[config.mk]
export PLATFORM = sky130hd
export DESIGN_NAME = exc_ctrl_flat
export DESIGN_NICKNAME = d
export VERILOG_FILES = /design/src/rtl/exc_ctrl_if.sv /design/src/rtl/exc_ctrl.sv /design/src/flat_wrapper.sv
export SDC_FILE = /design/constraint.sdc
export NUM_CORES = 1
export LEC_CHECK = 0
export ABC_CLOCK_PERIOD_IN_PS = 2000
export BUFFER_PORTS_ARGS = -buffer_cell sky130_fd_sc_hd__buf_4
export CORE_MARGIN = 2
export CORE_UTILIZATION = 49
export CTS_BUF_LIST = sky130_fd_sc_hd__clkbuf_8 sky130_fd_sc_hd__clkbuf_16
export CTS_CLUSTER_DIAMETER = 80
export DETAILED_ROUTE_END_ITERATION = 12
export PLACE_DENSITY = 0.86
export SLEW_MARGIN = 25
export SYNTH_ARGS = -nofsm -noshare
export SYNTH_HDL_FRONTEND = slang
export SYNTH_SLANG_ARGS = --single-unit
[constraint.sdc]
create_clock -name clk -period 2 [get_ports clk]
set_input_delay 0.3 -clock clk [delete_from_list [all_inputs] [get_ports clk]]
set_output_delay 0.3 -clock clk [all_outputs]
set_load 0.02 [all_outputs]
[src/rtl/exc_ctrl_if.sv]
// ----------------------------------------------------------------------------
// exc_ctrl_if : decoder/fetch-side signal bundle for the exception controller.
// Revision    : 1.0  initial release
// ----------------------------------------------------------------------------
`default_nettype none

interface exc_ctrl_if #(
    parameter int N_IRQ = 4,
    parameter int PC_W  = 64
);
    logic [N_IRQ-1:0] irq_i;
    logic             mask_we;
    logic [N_IRQ-1:0] mask_wdata;
    logic             instr_valid;
    logic             not_an_instr;
    logic             eret;
    logic [PC_W-1:0]  pc_i;
    logic             exc_o;
    logic [PC_W-1:0]  exc_vector_o;
    logic             eret_o;
    logic [PC_W-1:0]  elr_o;
    logic [3:0]       esr_o;
    logic [N_IRQ-1:0] pending_o;
    logic [N_IRQ-1:0] mask_o;
    logic             in_handler_o;
    logic             dbl_fault_o;

    modport master (
        output irq_i, mask_we, mask_wdata, instr_valid, not_an_instr, eret, pc_i,
        input  exc_o, exc_vector_o, eret_o, elr_o, esr_o, pending_o, mask_o,
               in_handler_o, dbl_fault_o
    );

    modport slave (
        input  irq_i, mask_we, mask_wdata, instr_valid, not_an_instr, eret, pc_i,
        output exc_o, exc_vector_o, eret_o, elr_o, esr_o, pending_o, mask_o,
               in_handler_o, dbl_fault_o
    );
endinterface

`default_nettype wire

[src/rtl/exc_ctrl.sv]
// ----------------------------------------------------------------------------
// exc_ctrl : exception take/return sequencer with latched, maskable IRQs.
//            Optional double-fault halt enabled by EXC_CTRL_DBLFAULT_EN.
// Revision : 1.0  initial release
// ----------------------------------------------------------------------------
`default_nettype none

module exc_ctrl #(
    parameter int          N_IRQ  = 4,
    parameter int          PC_W   = 64,
    parameter logic [63:0] VECTOR = 64'h0000_0000_0000_00D8
) (
    input  wire logic  clk,
    input  wire logic  reset,
    exc_ctrl_if.slave  bus
);
    typedef enum logic [2:0] {
        RUN     = 3'd0,
        TAKE    = 3'd1,
        HANDLER = 3'd2,
        RETURN  = 3'd3,
        HALT    = 3'd4
    } state_t;

    localparam logic [3:0] ESR_INVALID = 4'b0010;

    state_t           state;
    logic [N_IRQ-1:0] irq_q;
    logic [N_IRQ-1:0] pending;
    logic [N_IRQ-1:0] mask;
    logic [3:0]       esr;
    logic [PC_W-1:0]  elr;
    logic             exc_pulse;
    logic             eret_pulse;
    logic             in_handler;

    logic [N_IRQ-1:0] irq_rise;
    logic [N_IRQ-1:0] eligible;
    logic [N_IRQ-1:0] winner;
    logic [N_IRQ-1:0] clr;
    logic [3:0]       win_esr;
    logic             any_irq;

    assign irq_rise = bus.irq_i & ~irq_q;
    assign eligible = pending & ~mask;
    // Two's-complement trick isolates the lowest set bit: the priority winner.
    assign winner   = eligible & (~eligible + 1'b1);
    assign any_irq  = |eligible;
    assign clr      = (state == RUN) ? winner : '0;

    always_comb begin
        win_esr = 4'd0;
        for (int k = 0; k < N_IRQ; k++) begin
            if (winner[k]) begin
                win_esr = (k == 0) ? 4'd1 : 4'(k + 2);
            end
        end
    end

    always_ff @(posedge clk) begin
        if (reset) begin
            irq_q   <= '0;
            pending <= '0;
            mask    <= '0;
        end else begin
            irq_q   <= bus.irq_i;
            pending <= (pending & ~clr) | irq_rise;
            if (bus.mask_we) begin
                mask <= bus.mask_wdata;
            end
        end
    end

`ifdef EXC_CTRL_DBLFAULT_EN
    logic dbl_fault;
`endif

    always_ff @(posedge clk) begin
        if (reset) begin
            state      <= RUN;
            esr        <= 4'd0;
            elr        <= '0;
            exc_pulse  <= 1'b0;
            eret_pulse <= 1'b0;
            in_handler <= 1'b0;
`ifdef EXC_CTRL_DBLFAULT_EN
            dbl_fault  <= 1'b0;
`endif
        end else begin
            exc_pulse  <= 1'b0;
            eret_pulse <= 1'b0;
            case (state)
                RUN: begin
                    if (any_irq) begin
                        state      <= TAKE;
                        esr        <= win_esr;
                        elr        <= bus.pc_i;
                        exc_pulse  <= 1'b1;
                        in_handler <= 1'b1;
                    end else if (bus.instr_valid && (bus.not_an_instr || bus.eret)) begin
                        // ERET outside a handler is reported as an invalid opcode.
                        state      <= TAKE;
                        esr        <= ESR_INVALID;
                        elr        <= bus.pc_i;
                        exc_pulse  <= 1'b1;
                        in_handler <= 1'b1;
                    end
                end
                TAKE: begin
                    state <= HANDLER;
                end
                HANDLER: begin
`ifdef EXC_CTRL_DBLFAULT_EN
                    if (bus.instr_valid && bus.not_an_instr) begin
                        state      <= HALT;
                        dbl_fault  <= 1'b1;
                        in_handler <= 1'b0;
                    end else
`endif
                    if (bus.instr_valid && bus.eret) begin
                        state      <= RETURN;
                        eret_pulse <= 1'b1;
                        in_handler <= 1'b0;
                    end
                end
                RETURN: begin
                    state <= RUN;
                end
`ifdef EXC_CTRL_DBLFAULT_EN
                HALT: begin
                    state <= HALT;
                end
`endif
                default: begin
                    state <= RUN;
                end
            endcase
        end
    end

    assign bus.exc_o        = exc_pulse;
    assign bus.exc_vector_o = VECTOR[PC_W-1:0];
    assign bus.eret_o       = eret_pulse;
    assign bus.elr_o        = elr;
    assign bus.esr_o        = esr;
    assign bus.pending_o    = pending;
    assign bus.mask_o       = mask;
    assign bus.in_handler_o = in_handler;
`ifdef EXC_CTRL_DBLFAULT_EN
    assign bus.dbl_fault_o  = dbl_fault;
`else
    assign bus.dbl_fault_o  = 1'b0;
`endif

endmodule

`default_nettype wire

[src/flat_wrapper.sv]
// flat-port wrapper written by rule: the top's interface ports become plain ports
module exc_ctrl_flat 
#(
    parameter int          N_IRQ  = 4,
    parameter int          PC_W   = 64,
    parameter logic [63:0] VECTOR = 64'h0000_0000_0000_00D8
)
  (clk, reset, bus_irq_i, bus_mask_we, bus_mask_wdata, bus_instr_valid, bus_not_an_instr, bus_eret, bus_pc_i, bus_exc_o, bus_exc_vector_o, bus_eret_o, bus_elr_o, bus_esr_o, bus_pending_o, bus_mask_o, bus_in_handler_o, bus_dbl_fault_o);
  exc_ctrl_if #(.N_IRQ(N_IRQ), .PC_W(PC_W)) bus_i ();
  input  wire logic clk;
  input  wire logic reset;
  input wire logic [$bits(bus_i.irq_i)-1:0] bus_irq_i;
  input wire logic [$bits(bus_i.mask_we)-1:0] bus_mask_we;
  input wire logic [$bits(bus_i.mask_wdata)-1:0] bus_mask_wdata;
  input wire logic [$bits(bus_i.instr_valid)-1:0] bus_instr_valid;
  input wire logic [$bits(bus_i.not_an_instr)-1:0] bus_not_an_instr;
  input wire logic [$bits(bus_i.eret)-1:0] bus_eret;
  input wire logic [$bits(bus_i.pc_i)-1:0] bus_pc_i;
  output wire logic [$bits(bus_i.exc_o)-1:0] bus_exc_o;
  output wire logic [$bits(bus_i.exc_vector_o)-1:0] bus_exc_vector_o;
  output wire logic [$bits(bus_i.eret_o)-1:0] bus_eret_o;
  output wire logic [$bits(bus_i.elr_o)-1:0] bus_elr_o;
  output wire logic [$bits(bus_i.esr_o)-1:0] bus_esr_o;
  output wire logic [$bits(bus_i.pending_o)-1:0] bus_pending_o;
  output wire logic [$bits(bus_i.mask_o)-1:0] bus_mask_o;
  output wire logic [$bits(bus_i.in_handler_o)-1:0] bus_in_handler_o;
  output wire logic [$bits(bus_i.dbl_fault_o)-1:0] bus_dbl_fault_o;
  assign bus_i.irq_i = bus_irq_i;
  assign bus_i.mask_we = bus_mask_we;
  assign bus_i.mask_wdata = bus_mask_wdata;
  assign bus_i.instr_valid = bus_instr_valid;
  assign bus_i.not_an_instr = bus_not_an_instr;
  assign bus_i.eret = bus_eret;
  assign bus_i.pc_i = bus_pc_i;
  assign bus_exc_o = bus_i.exc_o;
  assign bus_exc_vector_o = bus_i.exc_vector_o;
  assign bus_eret_o = bus_i.eret_o;
  assign bus_elr_o = bus_i.elr_o;
  assign bus_esr_o = bus_i.esr_o;
  assign bus_pending_o = bus_i.pending_o;
  assign bus_mask_o = bus_i.mask_o;
  assign bus_in_handler_o = bus_i.in_handler_o;
  assign bus_dbl_fault_o = bus_i.dbl_fault_o;
  exc_ctrl #(.N_IRQ(N_IRQ), .PC_W(PC_W), .VECTOR(VECTOR)) u_core (.clk(clk), .reset(reset), .bus(bus_i));
endmodule
==> results of run 1 <==
[cells in the mapped netlist (2+ instances only)]
library cell | n | area (um^2)
buf_4 | 66 | 495
a21oi_1 | 5 | 25.0
conb_1 | 2 | 7.51
ha_1 | 2 | 25.0
buf_6 | 6 | 67.6
a221oi_1 | 2 | 17.5
dfxtp_1 | 84 | 1680
clkbuf_1 | 13 | 48.8
o21ai_0 | 9 | 45.0
nor2_1 | 6 | 22.5
inv_1 | 6 | 22.5
nand2_1 | 6 | 22.5
buf_1 | 2 | 7.51
nor2b_1 | 6 | 37.5
nand2b_1 | 138 | 863
buf_2 | 3 | 15.0
mux2i_1 | 69 | 691
[power groups by stage]
stage | clock, uW | sequential (uW) | combinational [uW]
2_1_floorplan | 0 | 2890 | 1420
6_report | 1250 | 2360 | 2810
3_3_place_gp | 0 | 2390 | 2780
5_1_grt | 1360 | 2420 | 3020
3_5_place_dp | 0 | 2390 | 2840
4_1_cts | 1290 | 2370 | 2840
[metal layers]
metal | track usage, % | vias up
met5 | 0 | -
met4 | 6.07 | 0
met3 | 7.36 | 12
met2 | 31.4 | 141
met1 | 18.4 | 1416
li1 | - | 1546
[area by class of cell]
cell class              count  area, um^2  area share (%)
multi-input cells         317        2060            38.4
flip-flops and latches     84        1680            31.4
repair buffers            162        1250            23.4
clock buffers              10         138            2.57
well taps                 105         131            2.45
clock inverters             6        70.1            1.31
inverters                   6        22.5           0.420
[cells by family (layout without fill, tap and decap cells)]
group,after synthesis,after routing,share of synthesized area (%)
AO/OA/AOI/OAI,21,21,2.95
adder cells (fa/ha/maj),2,2,0.603
buffers and inverters,96,184,15.8
flip-flops,84,84,40.5
multiplexers,69,69,16.6
other,2,66,0.181
AND/OR/NAND/NOR,159,159,23.3
[through the flow]
stage | worst slack (ns) | hold WS (ns)
floorplan | 0.531 | 0.428
global placement | 0.451 | 0.447
detailed placement | 0.364 | 0.462
CTS | 0.357 | 0.162
global route | 0.199 | 0.160
finish | 0.368 | 0.174
[sequential cells by signal, summed over array words and instances, names as in the netlist]
register,flops
u_core.bus.eret_o,1
u_core.bus.pending_o,4
u_core.bus.elr_o,64
u_core.irq_q,4
u_core.bus.in_handler_o,1
u_core.bus.mask_o,4
u_core.bus.exc_o,1
u_core.bus.esr_o,3
u_core.state,2
[path summary, 6_finish.rpt]
path	from	cells past startpoint	slack, ns	to
worst max-delay path	u_core.bus.pending_o[3]	5	0.37	u_core.bus.elr_o[61]
worst min-delay path	bus_irq_i[2]	2	0.17	u_core.irq_q[2]
worst max register to register	u_core.bus.pending_o[3]	5	0.37	u_core.bus.elr_o[61]
worst min register to register	u_core.bus.elr_o[28]	2	0.48	u_core.bus.elr_o[28]
==> qor.yml, run 1 <==
status: "finished, final reports clean"
grt_pass1_wl_mm: 12.6
antenna_left: 0
grt_overflow: 0
cp_top_family: "simple AND/OR/NAND/NOR gates"
fin_crit_ns: 1.63
crit_arrival_ns: 1.90
post-route-cell-area_um2: 5360
power_uw: 6420
path_clk_slew_ns: 0.09
placedCellCount: 674
cts_resized: 0
tritoncts.num_buffers: 9
ys_seq_area_share_pct: 40.5
dpl_cell_area_um2: 5150
wl_per_cell_um: 12.1
synth-main-ff-cell: "dfxtp_1"
postLayoutCoreUtil_pct: 65.2
cts_setup_buffers: 0
grt_pass1_vias: 2871
maxSlewViolCount: 0
path_cells: "nor2b_1 > nand3b_1 > o21a_4 > buf_4 > mux2i_1"
synth_area_um2: 4150
endpoint_kind: "flip-flop"
via_per_inst: 4.51
peakVddDrop_mv: 0.684
route.met3.wl_um: 927
start_util_pct: 50.5
clkLatencyLatePin_ns: 0.34
ctsHoldBuffers: 0
clkPwrFrac_pct: 19.5
required_ns: 2.27
clockRootBuffer: "clkbuf_8"
syn_inst: 433
synth_enable_flop_cells: 0
fin_tns_setup_ns: 0
core-area_um2: 8220
wl_mm: 8.38
hp-class: "input pin to flip-flop"
die_w_um: 96.0
path_max_fanout: 13
fin_skew_ns: 0.0107
path_buf_inv: 1
ioPinCount: 222
combPwrFrac_pct: 43.7
cts_tree: "built"
ctsLongestPathBuffers: 2
numPortBuffers: 155
cts_sinks: 84
drtIter0Drc: 71
vias: 3115
antenna_cells: 0
finalCritPeriodShare_pct: 81.6
grt_max_degree: 57
power_density_nw_per_um2: 1200
internal-power_uw: 4030
worstSetupStartpointType: "flip-flop"
power_frac_seq_pct: 36.8
yosys_warnings: 0
rows: 33
p_leak_uw: 0.00261
syn_avg_cell_area_um2: 9.58
hold_viol_final: 0
rsz0062_at_grt: "false"
finalNetCount: 660
fin_cells: 690
final_cell_mix: "159 x buf_4, 138 x nand2b_1, 84 x dfxtp_1, 69 x mux2i_1, 66 x conb_1"
synth-seq-cells: 84
cp_slowest_cell: "dfxtp_1"
m1WireLength_mm: 3.13
grtUsageTotal_pct: 17.5
path_class: "flip-flop to flip-flop"
die_h_um: 96.0
dr.pass1.iters: 4
top_layer_used: "met4"
async_flop_share_pct: 0
antenna_found_initial: 0
yosys.cell_types.count: 25
gp_congestion: 0.758
area_growth_pct: 29.1
setup_viol: 0
dieArea_um2: 9220
p_sw_uw: 2390
max-cap-violations: 0
wl_met2_mm: 4.21
cts.htree.levels: 3
layout_commonest_cell: "buf_4"
drc_errors: 0
fmax_mhz: 613
p_sw_share_pct: 37.2
max_stage_delay_ns: 0.36
nFillCells: 680
dp_hpwl_mm: 6.42
drive_gt1_share_pct: 30.6
No activity file was read; power rests on OpenSTA's default activity.
==> inputs of run 2 (changes only) <==
--- a/config.mk
+++ b/config.mk
@@ -5,14 +5,14 @@
 export SDC_FILE = /design/constraint.sdc
 export NUM_CORES = 1
 export LEC_CHECK = 0
-export ABC_CLOCK_PERIOD_IN_PS = 2000
+export ABC_CLOCK_PERIOD_IN_PS = 1700
 export BUFFER_PORTS_ARGS = -buffer_cell sky130_fd_sc_hd__buf_4
 export CORE_MARGIN = 2
-export CORE_UTILIZATION = 49
+export CORE_UTILIZATION = 45
 export CTS_BUF_LIST = sky130_fd_sc_hd__clkbuf_8 sky130_fd_sc_hd__clkbuf_16
 export CTS_CLUSTER_DIAMETER = 80
 export DETAILED_ROUTE_END_ITERATION = 12
-export PLACE_DENSITY = 0.86
+export PLACE_DENSITY = 0.8
 export SLEW_MARGIN = 25
 export SYNTH_ARGS = -nofsm -noshare
 export SYNTH_HDL_FRONTEND = slang
==> constraint.sdc (replaced) <==
create_clock -name clk -period 1.7 [get_ports clk]
set_input_delay 0.255 -clock clk [delete_from_list [all_inputs] [get_ports clk]]
set_output_delay 0.255 -clock clk [all_outputs]
set_load 0.02 [all_outputs]
==> qor.yml, run 2 (synthesized netlist as in run 1, its figures left out) <==
layout_commonest_cell: "buf_4"
hold_ws_ns: 0.138
finalCritPeriodShare_pct: 88.8
antenna_cells: 0
maxSlewViolCount: 0
crit_arrival_ns: 1.78
ctsHoldBuffers: 0
p_leak_uw: 0.00261
dp_hpwl_mm: 6.25
antenna_found_initial: 0
fin_crit_ns: 1.51
ioPinCount: 222
drtIter0Drc: 48
area_growth_pct: 29.4
reg2reg_from: "u_core.bus.pending_o[3]"
clockRootBuffer: "clkbuf_8"
rsz0062_at_grt: "false"
grt_pass1_vias: 2912
fmax_mhz: 663
power_density_nw_per_um2: 1420
reg2reg_to: "u_core.bus.elr_o[12]"
fin_skew_ns: 0.00760
dieArea_um2: 10000
path_clk_slew_ns: 0.08
vias: 3097
clkLatencyLatePin_ns: 0.34
post-route-cell-area_um2: 5370
hp-class: "input pin to flip-flop"
rows: 35
path_max_fanout: 32
wl_mm: 8.33
hold_viol_final: 0
path_class: "flip-flop to flip-flop"
die_w_um: 100
finalNetCount: 661
grt_max_degree: 84
via_per_inst: 4.45
ff2ff_path_depth: 5
max-cap-violations: 0
worstSetupStartpointType: "flip-flop"
numPortBuffers: 155
ctsLongestPathBuffers: 2
die_h_um: 100
wl_per_cell_um: 12.0
cts_tree: "built"
nFillCells: 791
largest_reg_flops: 64
grt_overflow: 0
final_cell_mix: "159 x buf_4, 138 x nand2b_1, 84 x dfxtp_1, 69 x mux2i_1, 66 x conb_1"
r2r_setup_slack_ns: 0.19
cts_sinks: 84
antenna_left: 0
critPathCapture: "u_core.bus.elr_o[12]"
startpoint: "u_core.bus.pending_o[3]"
peakVddDrop_mv: 0.682
setup_viol: 0
required_ns: 1.97
drive_gt1_share_pct: 30.4
start_util_pct: 45.6
tritoncts.num_buffers: 9
drc_errors: 0
cts.htree.levels: 3
fin_tns_setup_ns: 0
grt_pass1_wl_mm: 13.2
dpl_cell_area_um2: 5140
dr.pass1.iters: 4
gp_congestion: 0.767
grtUsageTotal_pct: 16.4
endpoint_kind: "flip-flop"
core-area_um2: 9110
status: "finished, final reports clean"
[run 2: area by class of cell]
| class | instances | area, um^2 | share of cell area, % |
|---|---|---|---|
| Sequential cell | 84 | 1680 | 31.3 |
| Tap cell | 111 | 139 | 2.59 |
| Clock buffer | 9 | 124 | 2.31 |
| Clock inverter | 6 | 81.3 | 1.51 |
| Timing Repair Buffer | 163 | 1260 | 23.5 |
| Multi-Input combinational cell | 317 | 2060 | 38.3 |
| Inverter | 6 | 22.5 | 0.419 |
[run 2: repair_timing]
item                                    in CTS  in global routing
resized for setup                            0                  4
endpoints found under the setup margin       0                 59
setup buffers                                0                  1
[run 2: per-layer routing]
layer  track usage [%]  routed length, um  up-vias  share of wire [%]
li1                  -                  -     1544                  -
met1              19.6               3470     1394                 42
met2              26.6               3900      148                 47
met3              6.48                845       11                 10
met4              6.32                113        0                1.4
met5                 0                  0        -                  0
[run 2: worst min path at each step]
stage | startpoint | to | slack [ns] | cells past startpoint
2_1_floorplan | bus_irq_i[0] | u_core.irq_q[0] | 0.38 | 1
3_3_place_gp | u_core.bus.elr_o[38] | u_core.bus.elr_o[38] | 0.46 | 2
3_5_place_dp | u_core.bus.in_handler_o | u_core.bus.in_handler_o | 0.45 | 2
4_1_cts | bus_irq_i[0] | u_core.irq_q[0] | 0.12 | 2
5_1_grt | bus_irq_i[0] | u_core.irq_q[0] | 0.12 | 2
6_report | bus_irq_i[0] | u_core.irq_q[0] | 0.14 | 2
[run 2: critical path: stages (launching register included)]
cell and delay, ns:
dfxtp_1 0.35, nor2b_1 0.22, nand3b_1 0.20, o21a_4 0.21
buf_16 0.23, mux2i_1 0.22
[run 2: stage by stage]
| stage | utilization, % | worst slack, ns | total power [uW] | std cells |
|---|---|---|---|---|
| floorplan | - | 0.231 | 5070 | 497 |
| global placement | 56.5 | 0.177 | 6050 | 680 |
| detailed placement | 56.5 | 0.0649 | 6130 | 680 |
| CTS | 58.7 | 0.0362 | 7640 | 695 |
| global route | 59.0 | 0.00989 | 8060 | 696 |
| finish | 59.0 | 0.191 | 7610 | 696 |
[run 2: power breakdown]
group	leakage, uW	switching, uW	internal, uW
combinational	0.00181	1790	1540
sequential	0.000694	295	2500
clock	0.000106	683	809
total	0.00261	2760	4840
==> inputs of run 3 (changes only) <==
--- a/config.mk
+++ b/config.mk
@@ -8,11 +8,11 @@
 export ABC_CLOCK_PERIOD_IN_PS = 1700
 export BUFFER_PORTS_ARGS = -buffer_cell sky130_fd_sc_hd__buf_4
 export CORE_MARGIN = 2
-export CORE_UTILIZATION = 45
-export CTS_BUF_LIST = sky130_fd_sc_hd__clkbuf_8 sky130_fd_sc_hd__clkbuf_16
+export CORE_UTILIZATION = 47
+export CTS_BUF_LIST = sky130_fd_sc_hd__clkbuf_2
 export CTS_CLUSTER_DIAMETER = 80
 export DETAILED_ROUTE_END_ITERATION = 12
-export PLACE_DENSITY = 0.8
+export PLACE_DENSITY = 0.83
 export SLEW_MARGIN = 25
 export SYNTH_ARGS = -nofsm -noshare
 export SYNTH_HDL_FRONTEND = slang
==> qor.yml, run 3 (synthesized netlist as in run 1, its figures left out) <==
status: "finished, final reports clean"
p_leak_uw: 0.00291
max_stage_delay_ns: 0.39
antenna_cells: 0
grtUsageTotal_pct: 20.4
area_growth_pct: 46.4
power_uw: 7510
antenna_left: 0
grt_pass1_vias: 3499
numPortBuffers: 155
final_cell_mix: "162 x buf_4, 138 x nand2b_1, 84 x dfxtp_1, 75 x dlygate4sd3_1, 69 x mux2i_1"
dieArea_um2: 9600
p_sw_share_pct: 38.7
ff2ff_path_depth: 5
cp_slowest_cell: "dfxtp_1"
hold_depth: 2
clockRootBuffer: "clkbuf_2"
cts.htree.levels: 3
p_sw_uw: 2910
cp_top_family: "simple AND/OR/NAND/NOR gates"
rows: 34
reg2reg_from: "u_core.bus.pending_o[3]"
vias: 3482
path_clk_slew_ns: 0.21
path_buf_inv: 1
grt_pass1_wl_mm: 16.0
worstSetupStartpointType: "flip-flop"
dr.pass1.iters: 4
dp_hpwl_mm: 6.20
drc_errors: 0
dpl_cell_area_um2: 5140
ioPinCount: 222
combPwrFrac_pct: 49.4
start_util_pct: 48.1
die_h_um: 98.0
placedCellCount: 675
fin_crit_ns: 1.58
gp_congestion: 0.728
ctsLongestPathBuffers: 2
reg2reg_to: "u_core.bus.elr_o[62]"
required_ns: 2.15
hold_viol_final: 0
path_class: "flip-flop to flip-flop"
drive_gt1_share_pct: 27.5
core-area_um2: 8640
drtIter0Drc: 90
finalNetCount: 740
grt_max_degree: 81
crit_arrival_ns: 2.03
power_density_nw_per_um2: 1240
fin_skew_ns: 0.0278
fin_cells: 771
maxSlewViolCount: 0
path_max_fanout: 15
cts_tree: "built"
cts_sinks: 84
max-cap-violations: 0
worstHoldStart: "reset"
clkLatencyLatePin_ns: 0.52
hp-class: "input pin to flip-flop"
clkPwrFrac_pct: 13.2
fin_tns_setup_ns: 0
min_to: "u_core.bus.mask_o[0]"
wl_per_cell_um: 13.9
largest_reg_flops: 64
antenna_found_initial: 0
r2r_setup_slack_ns: 0.12
wl_mm: 10.7
fmax_mhz: 632
tritoncts.num_buffers: 9
finalCritPeriodShare_pct: 93.1
power_frac_seq_pct: 37.4
setup_viol: 0
post-route-cell-area_um2: 6080
die_w_um: 98.0
worst_slack_ns: 0.117
endpoint_kind: "flip-flop"
path_cells: "nor2b_1 > nand3b_1 > o21a_4 > clkbuf_16 > mux2i_1"
place_ws_ns: 0.0955
grt_overflow: 0
via_per_inst: 4.52
peakVddDrop_mv: 0.851
layout_commonest_cell: "buf_4"
internal-power_uw: 4600
==> run 3: cell types whose count changed in the layout (fill, tap and decap cells not counted), sizes merged <==
cell         previous run  this run
buf                   163       165
bufinv                  2         1
clkbuf                  9        11
clkinvlp                1         2
dlygate4sd3             0        75
inv                     7         6
==> run 3: through the flow <==
stage          hold slack (ns)  utilization (%)
6_report                 0.102             70.4
5_1_grt                 0.0448             70.4
4_1_cts                0.00178             69.2
3_5_place_dp             0.464             59.5
3_3_place_gp             0.450             59.5
2_1_floorplan            0.383                -
==> run 3: how the worst max path moves through the flow <==
stage	from	to	cells past startpoint
after floorplan	u_core.bus.pending_o[3]	u_core.bus.elr_o[0]	6
after global routing	u_core.bus.pending_o[3]	u_core.bus.elr_o[52]	5
final	u_core.bus.pending_o[3]	u_core.bus.elr_o[62]	5
after global placement	u_core.state[0]	u_core.state[1]	5
after CTS	u_core.state[0]	u_core.state[1]	5
after detailed placement	u_core.state[0]	u_core.bus.elr_o[46]	5
==> run 3: timing repair <==
item / in CTS / in global routing
setup buffers: 0 / 5
hold buffers: 74 / 1
hold endpoints to repair: 77 / 1
endpoints found under the setup margin: 0 / 56
resized for setup: 0 / 1
==> run 3: cell type report <==
cell class                 instances  area (um^2)
timing repair buffer             242         2080
sequential                        84         1680
multi-input combinational        317         2060
clock buffer                       9         45.0
clock inverter                     5         55.1
tap                              108          135
fill                             618         2560
inverter                           6         22.5
==> run 3: power by group through the flow <==
stage | combinational [uW] | clock (uW) | sequential [uW]
floorplan | 1670 | 0 | 3400
global placement | 3240 | 0 | 2810
detailed placement | 3300 | 0 | 2820
CTS | 3430 | 1010 | 2790
global route | 3930 | 1110 | 2860
finish | 3710 | 991 | 2810
==> run 3: worst register-to-register path: stages, from the launching register on <==
cell,delay (ns)
dfxtp_1,0.39
nor2b_1,0.21
nand3b_1,0.19
o21a_4,0.30
clkbuf_16,0.25
mux2i_1,0.20
==> run 3: per-layer routing <==
metal	up-vias	GRT usage, %	wire length (um)
met2	156	38.5	5720
met5	-	0	0
met1	1607	21.8	4030
li1	1701	-	-
met3	18	5.87	757
met4	0	6.41	188
